[src/rtl/singlecycle_pkg.sv]
// Shared types for the single-cycle core memory stage.
// Holds the LSU access-size encoding, the request FSM states and the
// default bus timeout.
package singlecycle_pkg;

    typedef enum logic [2:0] {
        LSU_B  = 3'b000,
        LSU_H  = 3'b001,
        LSU_W  = 3'b010,
        LSU_BU = 3'b100,
        LSU_HU = 3'b101
    } lsu_funct3_e;

    typedef enum logic [1:0] {
        IDLE,
        BUSY,
        RESP
    } lsu_req_state_e;

    localparam int LSU_TIMEOUT_DEF = 64;

endpackage

[src/rtl/lsu_fmt.sv]
// Purpose: store lane replication/strobes, load byte/half extraction and extension, misalign detect.
// Latency: purely combinational, zero cycles.
// Backpressure: none; the caller decides when inputs and outputs are meaningful.
module lsu_fmt
    import singlecycle_pkg::*;
(
    input  logic [1:0]  addr_lo,
    input  logic [2:0]  funct3,
    input  logic        wr,
    input  logic [31:0] st_src,
    input  logic [31:0] ld_raw,
    output logic [31:0] st_data,
    output logic [3:0]  st_strb,
    output logic [31:0] ld_data,
    output logic        misalign
);

    logic [7:0]  ld_byte;
    logic [15:0] ld_half;

    // Pick the addressed byte / halfword out of the raw word.
    // Halfword selection uses addr[1] only, so addr[0] is ignored when not trapping.
    always_comb begin
        ld_byte = ld_raw[{addr_lo, 3'b000} +: 8];
        ld_half = addr_lo[1] ? ld_raw[31:16] : ld_raw[15:0];
    end

    // Size decode; reserved encodings fall through to the word case.
    always_comb begin
        st_data  = st_src;
        st_strb  = 4'b1111;
        ld_data  = ld_raw;
        misalign = 1'b0;
        case (funct3)
            LSU_B, LSU_BU: begin
                st_data = {4{st_src[7:0]}};
                if (wr) st_strb = 4'b0001 << addr_lo;
                ld_data = (funct3 == LSU_B) ? {{24{ld_byte[7]}}, ld_byte}
                                            : {24'h0, ld_byte};
            end
            LSU_H, LSU_HU: begin
                st_data  = {2{st_src[15:0]}};
                if (wr) st_strb = 4'b0011 << {addr_lo[1], 1'b0};
                ld_data  = (funct3 == LSU_H) ? {{16{ld_half[15]}}, ld_half}
                                             : {16'h0, ld_half};
                misalign = addr_lo[0];
            end
            default: begin
                misalign = (addr_lo != 2'b00);
            end
        endcase
    end

endmodule

[src/rtl/lsu_req_ctrl.sv]
// Purpose: turns one memory-stage load/store into a single VALID/READY LSU transaction (optional LSU_MISALIGN_TRAP_EN).
// Latency: 3 cycles minimum (IDLE, BUSY with READY, RESP); misaligned trap takes IDLE->RESP.
// Backpressure: request held in BUSY until READY or TIMEOUT_CYC expires; pipeline stalled meanwhile.
module lsu_req_ctrl
    import singlecycle_pkg::*;
#(
    parameter int TIMEOUT_CYC = LSU_TIMEOUT_DEF,
    parameter int ADDR_W      = 32
) (
    input  logic              i_clk,
    input  logic              i_rst_n,
    input  logic              i_mem_en,
    input  logic              i_mem_wr,
    input  logic [2:0]        i_funct3,
    input  logic [ADDR_W-1:0] i_addr,
    input  logic [31:0]       i_st_src,
    output logic              o_VALID,
    input  logic              i_READY,
    output logic [ADDR_W-1:0] o_lsu_addr,
    output logic [31:0]       o_st_data,
    output logic [3:0]        o_st_strb,
    output logic              o_lsu_wren,
    input  logic [31:0]       i_ld_data,
    output logic [31:0]       o_ld_result,
    output logic              o_done,
    output logic              o_stall,
    output logic              o_bus_err,
    output logic              o_misalign
);

    localparam int CNT_W = (TIMEOUT_CYC > 0) ? $clog2(TIMEOUT_CYC + 1) : 1;

`ifdef LSU_MISALIGN_TRAP_EN
    localparam bit MIS_TRAP = 1'b1;
`else
    localparam bit MIS_TRAP = 1'b0;
`endif

    lsu_req_state_e    state_q, state_d;
    logic [ADDR_W-1:0] addr_q;
    logic [2:0]        funct3_q;
    logic              wr_q;
    logic [CNT_W-1:0]  cnt_q;
    logic [31:0]       st_data_q;
    logic [3:0]        strb_q;
    logic [31:0]       ld_result_q;
    logic              err_q;
    logic              mis_q;

    logic [1:0]  fmt_addr_lo;
    logic [2:0]  fmt_funct3;
    logic        fmt_wr;
    logic [31:0] fmt_st_data;
    logic [3:0]  fmt_strb;
    logic [31:0] fmt_ld_data;
    logic        fmt_mis;
    logic        trap_mis;
    logic        timeout_hit;

    // In IDLE the formatter sees the live request; afterwards it sees the captured one.
    always_comb begin
        fmt_addr_lo = (state_q == IDLE) ? i_addr[1:0] : addr_q[1:0];
        fmt_funct3  = (state_q == IDLE) ? i_funct3    : funct3_q;
        fmt_wr      = (state_q == IDLE) ? i_mem_wr    : wr_q;
    end

    lsu_fmt u_fmt (
        .addr_lo  (fmt_addr_lo),
        .funct3   (fmt_funct3),
        .wr       (fmt_wr),
        .st_src   (i_st_src),
        .ld_raw   (i_ld_data),
        .st_data  (fmt_st_data),
        .st_strb  (fmt_strb),
        .ld_data  (fmt_ld_data),
        .misalign (fmt_mis)
    );

    assign trap_mis    = MIS_TRAP & fmt_mis;
    // READY in the last allowed cycle beats the timeout.
    assign timeout_hit = (TIMEOUT_CYC != 0) && (cnt_q == CNT_W'(TIMEOUT_CYC - 1)) && !i_READY;

    // Next-state decode.
    always_comb begin
        state_d = state_q;
        case (state_q)
            IDLE:    if (i_mem_en) state_d = trap_mis ? RESP : BUSY;
            BUSY:    if (i_READY || timeout_hit) state_d = RESP;
            RESP:    state_d = IDLE;
            default: state_d = IDLE;
        endcase
    end

    // State, request capture, wait counter and response registers.
    always_ff @(posedge i_clk or negedge i_rst_n) begin
        if (!i_rst_n) begin
            state_q     <= IDLE;
            addr_q      <= '0;
            funct3_q    <= '0;
            wr_q        <= 1'b0;
            cnt_q       <= '0;
            st_data_q   <= '0;
            strb_q      <= '0;
            ld_result_q <= '0;
            err_q       <= 1'b0;
            mis_q       <= 1'b0;
        end else begin
            state_q <= state_d;
            case (state_q)
                IDLE: begin
                    if (i_mem_en) begin
                        addr_q    <= i_addr;
                        funct3_q  <= i_funct3;
                        wr_q      <= i_mem_wr;
                        st_data_q <= fmt_st_data;
                        strb_q    <= fmt_strb;
                        cnt_q     <= '0;
                        if (trap_mis) begin
                            mis_q       <= 1'b1;
                            ld_result_q <= '0;
                        end
                    end
                end
                BUSY: begin
                    if (i_READY) begin
                        ld_result_q <= wr_q ? 32'h0 : fmt_ld_data;
                    end else if (timeout_hit) begin
                        err_q       <= 1'b1;
                        ld_result_q <= '0;
                    end else begin
                        cnt_q <= cnt_q + 1'b1;
                    end
                end
                RESP: begin
                    err_q <= 1'b0;
                    mis_q <= 1'b0;
                end
                default: ;
            endcase
        end
    end

    assign o_VALID     = (state_q == BUSY);
    assign o_lsu_addr  = {addr_q[ADDR_W-1:2], 2'b00};
    assign o_st_data   = st_data_q;
    assign o_st_strb   = strb_q;
    assign o_lsu_wren  = wr_q & (state_q == BUSY);
    assign o_ld_result = ld_result_q;
    assign o_done      = (state_q == RESP);
    assign o_stall     = ((state_q == IDLE) & i_mem_en) | (state_q == BUSY);
    assign o_bus_err   = err_q;
    assign o_misalign  = mis_q & MIS_TRAP;

endmodule

[config.mk]
export PLATFORM = sky130hd
export DESIGN_NAME = lsu_req_ctrl
export DESIGN_NICKNAME = d
export VERILOG_FILES = /design/src/rtl/singlecycle_pkg.sv /design/src/rtl/lsu_fmt.sv /design/src/rtl/lsu_req_ctrl.sv
export SDC_FILE = /design/constraint.sdc
export NUM_CORES = 1
export LEC_CHECK = 0
export CORE_ASPECT_RATIO = 1.25
export CORE_MARGIN = 8
export CORE_UTILIZATION = 46
export CTS_BUF_LIST = sky130_fd_sc_hd__clkbuf_8
export CTS_CLUSTER_DIAMETER = 60
export CTS_CLUSTER_SIZE = 24
export DETAILED_ROUTE_END_ITERATION = 8
export GPL_TIMING_DRIVEN = 1
export PLACE_DENSITY = 0.82
export SYNTH_ARGS = -nofsm -noshare
export SYNTH_HDL_FRONTEND = slang
export SYNTH_SLANG_ARGS = --single-unit
[constraint.sdc]
create_clock -name i_clk -period 2.3 [get_ports i_clk]
set_input_delay 0.46 -clock i_clk [delete_from_list [all_inputs] [get_ports i_clk]]
set_output_delay 0.46 -clock i_clk [all_outputs]
set_load 0.03 [all_outputs]
### Word level (Yosys, flattened, before mapping)

Index checks and enable logic that the tools add are counted.

| storage, ports and cells | value |
|---|---|
| register bits | 114 |
| latch bits | 0 |
| bits in writable memories | 0 |
| bits in read-only memories | 0 |
| bits of input ports | 104 |
| output and inout port bits | 106 |
| logic and storage cells | 66 |
| memories kept | 0 |

| cells by class | value |
|---|---|
| $add $sub $neg | 1 |
| multiply operators | 0 |
| divide/modulo/power cells | 0 |
| order comparisons | 0 |
| equal/unequal tests | 11 |
| shifts and indexed selects | 3 |
| muxes and demuxes | 24 |
| bitwise operators | 3 |
| reductions and logical operators | 15 |

Operator list:

| operator | count |
|---|---|
| $mux 32 | 5 |
| $pmux 32 s2 | 2 |
| $shiftx 32x6->8 | 1 |
| $mux 7 | 3 |
| $mux 16 | 1 |
| $pmux 7 s2 | 1 |
| $mux 4 | 2 |
| $pmux 4 s2 | 1 |
| $add 7x1->7 const B | 1 |
| $eq 7x6->1 const B | 1 |
| $eq 3x3->1 const B | 2 |
| $mux 2 | 3 |
| $ne 2x2->1 const B | 3 |
| $reduce_and 2->1 | 3 |
| $reduce_bool 2->1 | 3 |
| $ne 2x1->1 const B | 2 |
| $pmux 2 s2 | 1 |
| $reduce_and 4->1 | 1 |
| $reduce_or 2->1 | 2 |
| $shl 1x2->4 const A | 1 |
| $shl 2x2->4 const A | 1 |
| $eq 3x1->1 const B | 1 |
| $logic_not 3->1 | 1 |
| $mux 1 | 3 |
| other kinds (11) | 12 |

### Depth between registers and ports, before layout

| depth | value |
|---|---|
| depth in word-level cells | 7 |
| mapped depth | 8 |
| mapped depth without buffers | 7 |

### Modules after synthesis

Synthesis repeated with hierarchy kept, for this count alone.

| second synthesis, totals | value |
|---|---|
| cells, all modules | 648 |
| area total of the unflattened synthesis | 5805.6 µm² |

By module, submodules not included:

| module | instances | cells each | area an instance (µm²) | seq. area each (µm²) |
|---|---|---|---|---|
| lsu_req_ctrl | 1 | 473 | 4664.5 | 2852.7 |
| lsu_fmt | 1 | 175 | 1141.1 | 0.0 |

### Least setup slack after synthesis

Ideal clock, no wire load.

| timing path | value |
|---|---|
| path kind | input-to-reg |
| start point | in i_addr[1] |
| end point | reg ld_result_q[21] (netlist: o_ld_result[21]) |
| arrival time | 1.966 ns |
| slack | 0.208 ns |
| stages | 7 |
| buffers on the path | 2 |
| cells stage by stage | or3b_1 -> buf_6 -> nand3_1 -> a211oi_4 -> o311a_4 -> buf_8 -> a221o_1 |

| on the way | value |
|---|---|
| longest elaborated chain between the ends | 6 |

RTL lines:

| item | line | source |
|---|---|---|
| from (decl) | lsu_req_ctrl.sv:15 | `input logic [ADDR_W-1:0] i_addr,` |
| $mux 2 * | lsu_req_ctrl.sv:62 | `fmt_addr_lo = (state_q == IDLE) ? i_addr[1:0] : addr_q[1:0];` |
| $shiftx 32x6->8 / $mux 16 (equally long branches) | lsu_fmt.sv:24, lsu_fmt.sv:25 |  |
| $mux 32, on equally long branches | lsu_fmt.sv:38, lsu_fmt.sv:44 |  |
| $pmux 32 s2 * | lsu_fmt.sv:34 | `case (funct3)` |
| $mux 32 * | lsu_req_ctrl.sv:126 | `ld_result_q <= wr_q ? 32'h0 : fmt_ld_data;` |
| $mux 32 * | lsu_req_ctrl.sv:125 | `if (i_READY) begin` |
| to (signal assigned) | lsu_req_ctrl.sv:126 |  |
| to (decl) | lsu_req_ctrl.sv:46 | `logic [31:0] ld_result_q;` |

Every way passes the cells marked *; elsewhere a longest branch is shown, timed or not.
A chain may end at the register's enable or synchronous reset.

### Worst setup path in the final report

| timing path | value |
|---|---|
| start point | reg state_q[1] |
| end point | reg ld_result_q[17] (netlist: o_ld_result[17]) |

| on the way | value |
|---|---|
| longest elaborated chain between the ends | 7 |

RTL lines:

| item | line | source |
|---|---|---|
| from (decl) | lsu_req_ctrl.sv:39 | `lsu_req_state_e state_q, state_d;` |
| from (signal assigned) | lsu_req_ctrl.sv:108 | `state_q <= state_d;` |
| $logic_not 2->1 | lsu_req_ctrl.sv:62, lsu_req_ctrl.sv:63, lsu_req_ctrl.sv:109 |  |
| $mux 2 / $mux 3 (equally long branches) | lsu_req_ctrl.sv:62, lsu_req_ctrl.sv:63 |  |
| $shiftx 32x6->8, or another cell as far along | lsu_fmt.sv:24 | `ld_byte = ld_raw[{addr_lo, 3'b000} +: 8];` |
| $mux 32, or another cell as far along | lsu_fmt.sv:38 | `ld_data = (funct3 == LSU_B) ? {{24{ld_byte[7]}}, ld_byte}` |
| $pmux 32 s2 | lsu_fmt.sv:34 |  |
| $mux 32 | lsu_req_ctrl.sv:126 |  |
| $mux 32 | lsu_req_ctrl.sv:125 |  |

Several ways; a longest one is shown, not always the timed one.

==> impl_results.md <==
- Status: finished clean
- Post-Route WL: about 19000 um
- Gpl congestion: approximately 0.90
- Synthesized area: 5787 um2
- H-tree levels: 4
- Crit start category: register
- Dpl hpwl: 14200 um
- Initial DRC Count: 364
- Initial antenna violation count: 0
- Share of cells above drive strength 1: 0.1099
- Die Width: 116.3 um
- Peak per-stage delay on the critical path: 0.48 ns
- Syn_area_per_cell: 9.244 um2
- Yosys warning count: 0
- Setup WS pre-CTS: -0.2201 ns
- Die area: 16450 um2
- Setup slack after layout: 0.1339 ns
- Synth cell types: 54
- R2r setup slk: about 0.13 ns
- Filler Cell Count: 1021
- Layout Area Growth over Synthesis: 43.89%
- CTS tree: built
- Critical Path Sink Type: register
- Detailed Routing Iterations Pass 1: 5
- CTS buffer count: 17
- WP buf/inv: 0
- Fin crit share: 0.9418
- Critical Path AT: 2.48 ns
- # rows: 46
- CP Cell Sequence: or2_1, mux2i_1, a211oi_4, o311a_4, a221o_1
- DRT antenna net count: 0
- Setup TNS Final: 0 ns
- Largest net degree at the start of global routing: 52
- Main flop type after synthesis: dfrtp_1
- Critical Path Slowest Stage Cell: o311a_4
- Seq/Total Area, Yosys: 0.4930
- Global-route wire length before repair: 29390 um
- Worst-path clk slew: 0.07 ns
- Worst-case vdd ir drop: between 0.8 and 0.9 mV
- Die Y: approximately 140 um
- Final setup fails: 0
- Worst Setup Path Type: register to register
- Global Route Usage Sum: 0.2303
- Drt wl/cell: around 19 um
- CTS root buf: clkbuf_8
- Commonest non-fill, non-tap cell in the layout: clkdlybuf4s50_1
- EDFF count, synth: 0
- Final hold vios: 0
- Core area: 12490 um2
- Sink Count: 114
- Clk_lat worst skew: 0.43 ns
- Req. time, crit path: 2.62 ns
- Post-layout nets: 920
- Cells after Synth: 626
- Fraction of registers with async set/reset: 1.000
- # DRC: 0
- Pleak: 3.696 nW
- Total gr overflow: 0
- Post-CTS Setup Bufs: 0
- Fin crit period: 2.166 ns
- Critical R2R Capture: o_ld_result[17]
- Delay-heaviest family, CP: compound AO/OA/AOI/OAI gates
- Register bit total from synthesis: 114
- I/O Buffers: 206
- Vias in the first global route: 5672
- Clock Path Buffers: 2
- R2r startpoint: state_q[1]
- Cell Pwr Density: 1330 nW/um2
- F_max: 0.4617 GHz
- Hold WC Path Type: primary input to asynchronous set/reset pin
- Commonest cells after routing, fill and taps aside: clkdlybuf4s50_1, nand2_1, dfrtp_1
- Initial core utilization: 0.4633
- R2R depth: 5
- # Max-Cap Violations: 0
- I/O pins: 210
- Final slew viol count: 0
- Crit-path max FO: 16
- Max_slew headroom: 0.5660
- Detailed-route via count: 5438
- Worst Skew: 0.01256 ns
- Antenna Cells: 0
- Worst slew pin tran: around 0.65 ns
- Vias per inst: 5.460
- RSZ-0062 raised after global routing: false
-- repair_timing --
item / in CTS / in global routing
setup endpoints to repair: 2 / 1
cloned: 0 / 0
hold buffers: 0 / 0
gates resized for setup: 4 / 1
-- registers in the layout, summed over array words and instances (netlist names) --
name and cells:
wr_q 1, o_st_strb 4, o_ld_result 32, addr_q 32
funct3_q 3, cnt_q 7, o_st_data 32, o_bus_err 1
state_q 2
-- cell usage after synthesis (all sizes together) (2+ instances only) --
cell type / count / area share
a31oi: 11 / 0.012
and2: 4 / 0.0043
a21oi: 41 / 0.038
nor2b: 6 / 0.0065
buf: 48 / 0.061
inv: 6 / 0.0039
nor4: 3 / 0.0058
and3: 2 / 0.0022
a21o: 9 / 0.012
nand2b: 2 / 0.0022
mux2i: 18 / 0.031
o21a: 10 / 0.013
dfrtp: 114 / 0.49
o221ai: 6 / 0.0091
mux2: 2 / 0.0039
o22a: 3 / 0.0045
nand2: 170 / 0.11
a211oi: 16 / 0.025
nand3: 14 / 0.013
nor3: 11 / 0.010
nand4b: 2 / 0.0030
nor4b: 10 / 0.015
o21ai: 45 / 0.041
a221o: 16 / 0.028
nor2: 21 / 0.014
clkbuf: 23 / 0.015
-- report_power, final --
group | total (mW) | leakage, nW | internal, mW | switching, mW
Clock | 1.69 | 0.156 | 0.780 | 0.910
Sequential | 3.35 | 1.43 | 2.81 | 0.542
Combinational | 6.04 | 2.11 | 2.51 | 3.53
Total | 11.1 | 3.70 | 6.10 | 4.98
-- area by class of cell --
class | instances | area, um2 | share of cell area
Clock buffer | 18 | 247.7 | 0.02975
Clock inverter | 14 | 108.9 | 0.01307
Inverter | 6 | 22.52 | 0.002705
Multi-Input combinational cell | 437 | 2497 | 0.2999
Sequential cell | 114 | 2854 | 0.3427
Tap cell | 168 | 210.2 | 0.02524
Timing Repair Buffer | 239 | 2386 | 0.2866
-- layer usage --
metal / share of wire / up-vias / global-route usage
met5: 0 / - / 0
met4: 0.035 / 0 / 0.1184
met3: 0.083 / 48 / 0.07699
met2: 0.51 / 250 / 0.3854
met1: 0.38 / 2613 / 0.2529
li1: - / 2527 / -
-- cell families after synthesis --
group | Yosys count | share of synthesized area
DFF | 114 | 0.4930
other | 1 | 0.0006480
and+or+nand+nor | 250 | 0.1952
adders and majority gates | 1 | 0.002162
buffers and inverters | 77 | 0.07935
AOI/OAI and AO/OA | 162 | 0.1931
muxes | 20 | 0.03503
xor gates and xnor gates | 1 | 0.001514
-- per-stage QoR --
step	std cells	area, um2	util	power (mW)	hold slack, ns
after detailed placement	964	7963	0.6375	9.429	0.4612
after floorplan	628	5794	-	7.062	0.1644
after global placement	964	7963	0.6375	9.244	0.4565
final	996	8327	0.6667	11.08	0.008396
after global routing	996	8327	0.6667	11.67	0.02964
after CTS	996	8322	0.6663	11.14	0.02029
-- worst max-delay path by stage --
stage          startpoint         endpoint  slack (ns)  cells after the start
5_1_grt        state_q[1]          o_stall      0.0006                      6
6_report       state_q[1]  o_ld_result[17]        0.13                      5
4_1_cts        state_q[1]       o_lsu_wren        0.05                      5
3_5_place_dp    i_addr[1]  o_ld_result[23]       -0.22                      6
2_1_floorplan   i_addr[1]  o_ld_result[21]        0.21                      7
3_3_place_gp    i_addr[1]  o_ld_result[24]       -0.13                      6
Power figures use the tool's default switching activity.
